`src/rtl/masked_run_ctrl_if.sv`:
```
// masked_run_ctrl_if: run request/result handshakes plus the core-side en/rng/done/o bundle
interface masked_run_ctrl_if #(
  parameter int D = 2,
  parameter int RND_W = 1
);
  logic start_valid, start_ready;
  logic res_valid, res_ready, res_err;
  logic [D-1:0] res_shares;
  logic dut_en, dut_done;
  logic [RND_W-1:0] dut_rng;
  logic [D-1:0] dut_o;
  modport master (
    input start_valid, res_ready, dut_done, dut_o,
    output start_ready, res_valid, res_shares, res_err, dut_en, dut_rng
  );
  modport slave (
    output start_valid, res_ready, dut_done, dut_o,
    input start_ready, res_valid, res_shares, res_err, dut_en, dut_rng
  );
endinterface

```
`src/rtl/masked_run_ctrl.sv`:
```
// masked_run_ctrl: sequences one masked-core run (launch, fresh LFSR randomness, capture shares); MRC_TIMEOUT_EN adds a WAIT timeout
module masked_run_ctrl #(
  parameter int D = 2,
  parameter int RND_W = 1,
  parameter int LAT_MAX = 16,
  parameter logic [31:0] SEED = 32'hACE1_2468
) (
  input logic clk,
  input logic rst,
  masked_run_ctrl_if.master bus
);
  typedef enum logic [1:0] {IDLE, LAUNCH, WAIT, HOLD} state_t;
  state_t state;
  logic en_q, vld_q, err_q, expire;
  logic [RND_W-1:0] rng_q;
  logic [D-1:0] sh_q;
  logic [31:0] lfsr, lfsr_nx;
  if (LAT_MAX < 1 || SEED == 32'd0) begin : g_bad_cfg
    $error("masked_run_ctrl: LAT_MAX must be >= 1 and SEED nonzero");
  end
  assign lfsr_nx = (lfsr >> 1) ^ ({32{lfsr[0]}} & 32'h8020_0003);
`ifdef MRC_TIMEOUT_EN
  localparam int CW = $clog2(LAT_MAX + 1);
  logic [CW-1:0] cnt;
  assign expire = cnt == CW'(LAT_MAX - 1);
`else
  assign expire = 1'b0;
  assign err_q = 1'b0;
`endif
  assign bus.start_ready = state == IDLE && !rst;
  assign bus.res_valid = vld_q;
  assign bus.res_shares = sh_q;
  assign bus.res_err = err_q;
  assign bus.dut_en = en_q;
  assign bus.dut_rng = rng_q;
  // run FSM; rng/lfsr advance only on edges entering LAUNCH/WAIT cycles, shares copied verbatim
  always_ff @(posedge clk) begin
    if (rst) begin
      state <= IDLE;
      en_q <= 1'b0;
      rng_q <= '0;
      vld_q <= 1'b0;
      sh_q <= '0;
      lfsr <= SEED;
`ifdef MRC_TIMEOUT_EN
      err_q <= 1'b0;
      cnt <= '0;
`endif
    end else begin
      en_q <= 1'b0;
      rng_q <= '0;
      case (state)
        IDLE: if (bus.start_valid) begin
          state <= LAUNCH;
          en_q <= 1'b1;
          rng_q <= lfsr[RND_W-1:0];
          lfsr <= lfsr_nx;
        end
        LAUNCH: begin
          state <= WAIT;
          rng_q <= lfsr[RND_W-1:0];
          lfsr <= lfsr_nx;
`ifdef MRC_TIMEOUT_EN
          cnt <= '0;
`endif
        end
        WAIT: if (bus.dut_done) begin
          state <= HOLD;
          vld_q <= 1'b1;
          sh_q <= bus.dut_o;
`ifdef MRC_TIMEOUT_EN
          err_q <= 1'b0;
`endif
        end else if (expire) begin
          state <= HOLD;
          vld_q <= 1'b1;
          sh_q <= '0;
`ifdef MRC_TIMEOUT_EN
          err_q <= 1'b1;
`endif
        end else begin
          rng_q <= lfsr[RND_W-1:0];
          lfsr <= lfsr_nx;
`ifdef MRC_TIMEOUT_EN
          cnt <= cnt + 1'b1;
`endif
        end
        default: if (bus.res_ready) begin
          state <= IDLE;
          vld_q <= 1'b0;
        end
      endcase
    end
  end
endmodule

```
`src/flat_wrapper.sv`:
```
// flat-port wrapper written by rule: the top's interface ports become plain ports
module masked_run_ctrl_flat 
#(
  parameter int D = 2,
  parameter int RND_W = 1,
  parameter int LAT_MAX = 16,
  parameter logic [31:0] SEED = 32'hACE1_2468
)
  (clk, rst, bus_start_valid, bus_res_ready, bus_dut_done, bus_dut_o, bus_start_ready, bus_res_valid, bus_res_shares, bus_res_err, bus_dut_en, bus_dut_rng);
  masked_run_ctrl_if #(.D(D), .RND_W(RND_W)) bus_i ();
  input logic clk;
  input logic rst;
  input wire logic [$bits(bus_i.start_valid)-1:0] bus_start_valid;
  input wire logic [$bits(bus_i.res_ready)-1:0] bus_res_ready;
  input wire logic [$bits(bus_i.dut_done)-1:0] bus_dut_done;
  input wire logic [$bits(bus_i.dut_o)-1:0] bus_dut_o;
  output wire logic [$bits(bus_i.start_ready)-1:0] bus_start_ready;
  output wire logic [$bits(bus_i.res_valid)-1:0] bus_res_valid;
  output wire logic [$bits(bus_i.res_shares)-1:0] bus_res_shares;
  output wire logic [$bits(bus_i.res_err)-1:0] bus_res_err;
  output wire logic [$bits(bus_i.dut_en)-1:0] bus_dut_en;
  output wire logic [$bits(bus_i.dut_rng)-1:0] bus_dut_rng;
  assign bus_i.start_valid = bus_start_valid;
  assign bus_i.res_ready = bus_res_ready;
  assign bus_i.dut_done = bus_dut_done;
  assign bus_i.dut_o = bus_dut_o;
  assign bus_start_ready = bus_i.start_ready;
  assign bus_res_valid = bus_i.res_valid;
  assign bus_res_shares = bus_i.res_shares;
  assign bus_res_err = bus_i.res_err;
  assign bus_dut_en = bus_i.dut_en;
  assign bus_dut_rng = bus_i.dut_rng;
  masked_run_ctrl #(.D(D), .RND_W(RND_W), .LAT_MAX(LAT_MAX), .SEED(SEED)) u_core (.clk(clk), .rst(rst), .bus(bus_i));
endmodule
```
`config.mk`:
```
export PLATFORM = sky130hd
export DESIGN_NAME = masked_run_ctrl_flat
export DESIGN_NICKNAME = d
export VERILOG_FILES = /design/src/rtl/masked_run_ctrl_if.sv /design/src/rtl/masked_run_ctrl.sv /design/src/flat_wrapper.sv
export SDC_FILE = /design/constraint.sdc
export NUM_CORES = 1
export LEC_CHECK = 0
export ABC_AREA = 1
export CAP_MARGIN = 20
export CORE_MARGIN = 4
export CORE_UTILIZATION = 60
export CTS_BUF_LIST = sky130_fd_sc_hd__clkbuf_4 sky130_fd_sc_hd__clkbuf_8 sky130_fd_sc_hd__clkbuf_16
export DETAILED_ROUTE_END_ITERATION = 7
export GPL_TIMING_DRIVEN = 0
export PLACE_DENSITY = 0.82
export SLEW_MARGIN = 40
export SYNTH_ARGS = -nofsm -noshare
export SYNTH_HDL_FRONTEND = slang
export SYNTH_SLANG_ARGS = --single-unit
```
`constraint.sdc`:
```
create_clock -name clk -period 3 [get_ports clk]
set_input_delay 0.6 -clock clk [delete_from_list [all_inputs] [get_ports clk]]
set_output_delay 0.6 -clock clk [all_outputs]
set_load 0.01 [all_outputs]
```
======== Word-level counts from Yosys, hierarchy flattened ========
Cells that the tools add are included.
cells by class
  equality and inequality tests ........... 5
  shift-type cells ........................ 0
  multiply operators ...................... 0
  divide/modulo/power cells ............... 0
  add/sub/neg operators ................... 0
  bitwise operators ....................... 3
  muxes and demuxes ....................... 14
  reductions and logical operators ........ 12
  $lt $le $gt $ge ......................... 0
operator list
  kind                                                              number
  32-bit case mux with 3 select lines                               1
  32-bit 2-to-1 mux                                                 2
  31-bit by 32-bit XOR with 32-bit output                           1
  3-bit AND reduction                                               3
  2-bit 2-to-1 mux                                                  3
  2-bit != test (second input constant)                             3
  2-bit case mux with 3 select lines                                1
  1-bit 2-to-1 mux                                                  5
  4-bit nonzero test                                                1
  2-bit OR reduction                                                2
  1-bit case mux with 3 select lines                                1
  3-bit nonzero test                                                1
  2-bit by 1-bit == test with 1-bit output (second input constant)  1
  2-bit == test (second input constant)                             1
  2-bit logical NOT                                                 1
  1-bit NOT                                                         2
  1-bit case mux with 2 select lines                                1
  2-bit AND reduction                                               1
  2-bit nonzero test                                                1
  1-bit logical AND                                                 1
  1-bit logical NOT                                                 1
storage, ports and cells
  word-level logic and storage cells ...... 40
  bits in read-only memories .............. 0
  memories kept ........................... 0
  RAM bits ................................ 0
  flip-flop bits (word level) ............. 39
  latch bits .............................. 0
  input port bits ......................... 7
  output and inout port bits .............. 7

======== Logic depth before layout (Yosys ltp) ========
  depth after elaboration ................. 4
  gate-level depth with buffers ........... 8
  mapped depth without buffers ............ 8

======== Least setup slack after synthesis ========
Ideal clock, no wire load.
  kind .................................... flip-flop to output port
  start point ............................. register u_core.state[0]
  end point ............................... output bus_start_ready
  slack ................................... 1.563 ns
  stages on the path, launching flop included .. 5
  arrival time ............................ 0.837 ns
  buffers on the path ..................... 0
  path through ............................ dfxtp_1 > inv_1 > ha_1 > inv_1 > nor2_1
between the ends
  longest elaborated chain between the ends .. 2
RTL lines
  item                    line                   text
  start, declared         masked_run_ctrl.sv:13  state_t state;
  start signal, assigned  masked_run_ctrl.sv:39  state <= IDLE;
  start signal, assigned  masked_run_ctrl.sv:54  state <= LAUNCH;
  start signal, assigned  masked_run_ctrl.sv:60  state <= WAIT;
  2-bit logical NOT       masked_run_ctrl.sv:30  assign bus.start_ready = state == IDLE && !rst;
  1-bit logical AND       masked_run_ctrl.sv:30
  end, declared           flat_wrapper.sv:17     output wire logic [$bits(bus_i.start_ready)-1:0] bus_start_ready;
Every way passes these cells.

======== Worst setup path after layout ========
  start point ............................. input rst
  end point ............................... output bus_start_ready
between the ends
  longest elaborated chain between the ends .. 2
RTL lines
  item               line                   text
  start, declared    flat_wrapper.sv:12     input logic rst;
  1-bit logical NOT  masked_run_ctrl.sv:30
  1-bit logical AND  masked_run_ctrl.sv:30
Every way passes these cells.

==> metrics.md <==
| Metric | Value |
|---|---|
| Run status | `complete, no violations` |
| EDFF count, synth | `0` |
| RSZ-0062 raised after global routing | `no` |
| Final hold vios | `0` |
| Routed Antenna Nets | `0` |
| Final RePlAce weighted congestion | `about 0.76` |
| Power Dens Cells | `~1100 nW/µm²` |
| Most used DFF post-synth | `dfxtp_1` |
| Hold Path Class | `flip-flop to flip-flop` |
| Syn. warnings | `0` |
| Routed vias | `1295` |
| Initial core utilization | `0.649` |
| Met2 usage | `0.373` |
| Crit end category | `output pin` |
| Synth Cell Area | `1650 µm²` |
| CP max-delay cell | `clkdlybuf4s50_1` |
| Cell Chain, Critical Path | `clkdlybuf4s50_1 -> nor2_1 -> clkdlybuf4s50_1` |
| Met1 Use GR | `0.242` |
| Layout cell share with drive strength beyond 1 | `0.151` |
| Synth async-reset ratio | `0` |
| Final core occ | `0.740` |
| Area Growth Syn to Fin | `13.9%` |
| CTS HTree Levels | `2` |
| Part of the cycle the worst path needs | `0.791` |
| Fmax | `between 0.4 and 0.5 GHz` |
| Reg area | `between 700 and 800 µm²` |
| Global routing met3 resource utilization | `0.0766` |
| Final setup viols | `0` |
| Post-CTS Setup Bufs | `0` |
| CTS buffer count | `5` |
| DIE HEIGHT | `between 60 and 70 µm` |
| Layout Nets | `between 200 and 250` |
| Top post-synthesis cells by area | `dfxtp_1 47%, nand2_1 8.2%, nor2_1 8.2%` |
| Fill count | `about 210` |
| Final worst slack | `around 630 ps` |
| Pins Over Slew Limit | `0` |
| Static power due to leakage | `0.879 nW` |
| Post-Route WL | `between 3 and 4 mm` |
| Crit-path max cell delay | `540 ps` |
| Ant diodes | `0` |
| Synthesized area per cell | `slightly above 8 µm²` |
| Seq/Total Area, Yosys | `0.472` |
| Multi-input logic area | `719 µm²` |
| Synth unique cells | `24` |
| Startpoint types | `input pin` |
| Synth top area share | `0.472` |
| CTS root buf | `clkbuf_4` |
| Data required, critical path | `between 2000 and 2500 ps` |
| Crit path top cell by count | `clkdlybuf4s50_1` |
| Number of I/O port buffers | `12` |
| Setup TNS | `0 ps` |
| Max IR drop VDD | `674 µV` |
| Pre-CTS setup slack | `around 600 ps` |
| Largest net degree at the start of global routing | `12` |
| CTS sink count | `39` |
| Syn Nets | `around 220` |
| Most frequent cell after synthesis | `dfxtp_1` |
| Gr ovfl total | `0` |
| Top delay family on crit path | `buffers and inverters` |
| CTS tree | `done` |
| Vias per std cell | `5.08` |
| Avg WL per Cell | `around 12 µm` |
| Rows | `18` |
| CP arrival | `between 1500 and 2000 ps` |
| DRC errors left | `0` |
| Post-synth top cells | `39 x dfxtp_1, 36 x nand2_1, 36 x nor2_1, 17 x nand3_1, 13 x inv_1` |
| CP Buf/Inv Count | `2` |
| Post-CTS Resized | `0` |
| Clock Latency Late Sink | `around 340 ps` |
| DRT iter0 DRCs | `59` |
| Synth area leader | `dfxtp_1` |
| Antenna violations before repair | `0` |
| Syn Inst Count | `slightly above 200` |
| Critical path class | `input pin to output pin` |
| Hold-fix buffers, CTS | `0` |
| Die area | `3660 µm²` |
| First-pass GRT wire length | `approximately 5.7 mm` |
| Synthesized flop and latch total | `39` |
| Tot GR Track Use | `0.214` |
| # IOs | `14` |
| Reg clk slew, reported paths | `about 100 ps` |
| Max-cap violations | `0` |
| Hpwl dp | `about 2.3 mm` |
| Worst Clk Skew | `5.01 ps` |
| Maximum fanout along the worst path | `6` |
| Grt peak-use layer | `met2` |
| Die W | `60.5 µm` |
| First-pass DRT Iterations | `5` |
| Tmin final | `2370 ps` |
| Vias in the first global route | `around 1300` |
| Core area | `approximately 2500 µm²` |
| Max Root-Sink Buffers | `2` |
==> tightest hold or removal path: stages (launching register included) <==
cell and delay [ps]:
dfxtp_1 340, nand2_1 50, nand3_1 50
==> metrics by stage <==
step	instance area [µm²]	power (mW)	hold slack, ps	std cells
after floorplan	1650	1.50	429	205
after global placement	1810	1.64	439	247
after detailed placement	1810	1.70	446	247
after CTS	1880	2.01	481	255
after global routing	1880	2.17	504	255
final	1880	1.99	469	255
==> power by group <==
group          total, mW  leakage [nW]  switching, mW  internal [mW]
clock network      0.304        0.0420          0.157          0.147
logic              0.827         0.513          0.471          0.356
registers          0.858         0.324          0.124          0.734
total               1.99         0.879          0.753           1.24
==> final cells by class <==
| type | count | area share |
|---|---|---|
| Multi-Input combinational cell | 141 | 0.382 |
| Sequential cell | 39 | 0.415 |
| Inverter | 14 | 0.0279 |
| Clock buffer | 8 | 0.0385 |
| Tap cell | 30 | 0.0199 |
| Timing Repair Buffer | 12 | 0.0638 |
| Buffer | 11 | 0.0532 |
==> worst paths after layout <==
kind | startpoint | endpoint | slack, ps | cells after the start
hold reg to reg | u_core.lfsr[28] | u_core.lfsr[27] | 470 | 2
setup / recovery | rst | bus_start_ready | 630 | 3
hold / removal | u_core.lfsr[28] | u_core.lfsr[27] | 470 | 2
setup reg to reg | u_core.state[0] | u_core.lfsr[8] | 1470 | 7
==> kinds of logic (layout without fill, tap and decap cells) <==
family,count (synthesis),in the layout,share of synthesized area
adders and majority gates,5,5,0.0379
AOI/OAI and AO/OA,25,25,0.0757
DFF,39,39,0.472
xor gates and xnor gates,3,3,0.0159
and+or+nand+nor,107,107,0.304
other,1,1,0.00227
buffers and inverters,25,45,0.0923
==> sequential cells by signal, indices dropped and copies added (netlist names) <==
| register | cells |
|---|---|
| u_core.state | 2 |
| u_core.bus.dut_en | 1 |
| u_core.bus.res_valid | 1 |
| u_core.bus.dut_rng | 1 |
| u_core.lfsr | 32 |
| u_core.bus.res_shares | 2 |
==> per-layer routing <==
metal	wire (µm)	share of wire	up-vias
met5	0	0	-
met4	34	0.011	0
met3	121	0.039	4
met2	1560	0.50	14
met1	1410	0.45	599
li1	-	-	678
==> cells in the final DEF (no fill, tap or decap), drive strengths merged <==
cell type,n
nor2,47
nand2,41
dfxtp,39
o21ai,20
nand3,18
inv,14
clkdlybuf4s50,12
clkbuf,11
buf,8
a21oi,5
ha,5
xor2,3
nor3,1
conb,1
Power figures use the tool's default switching activity.
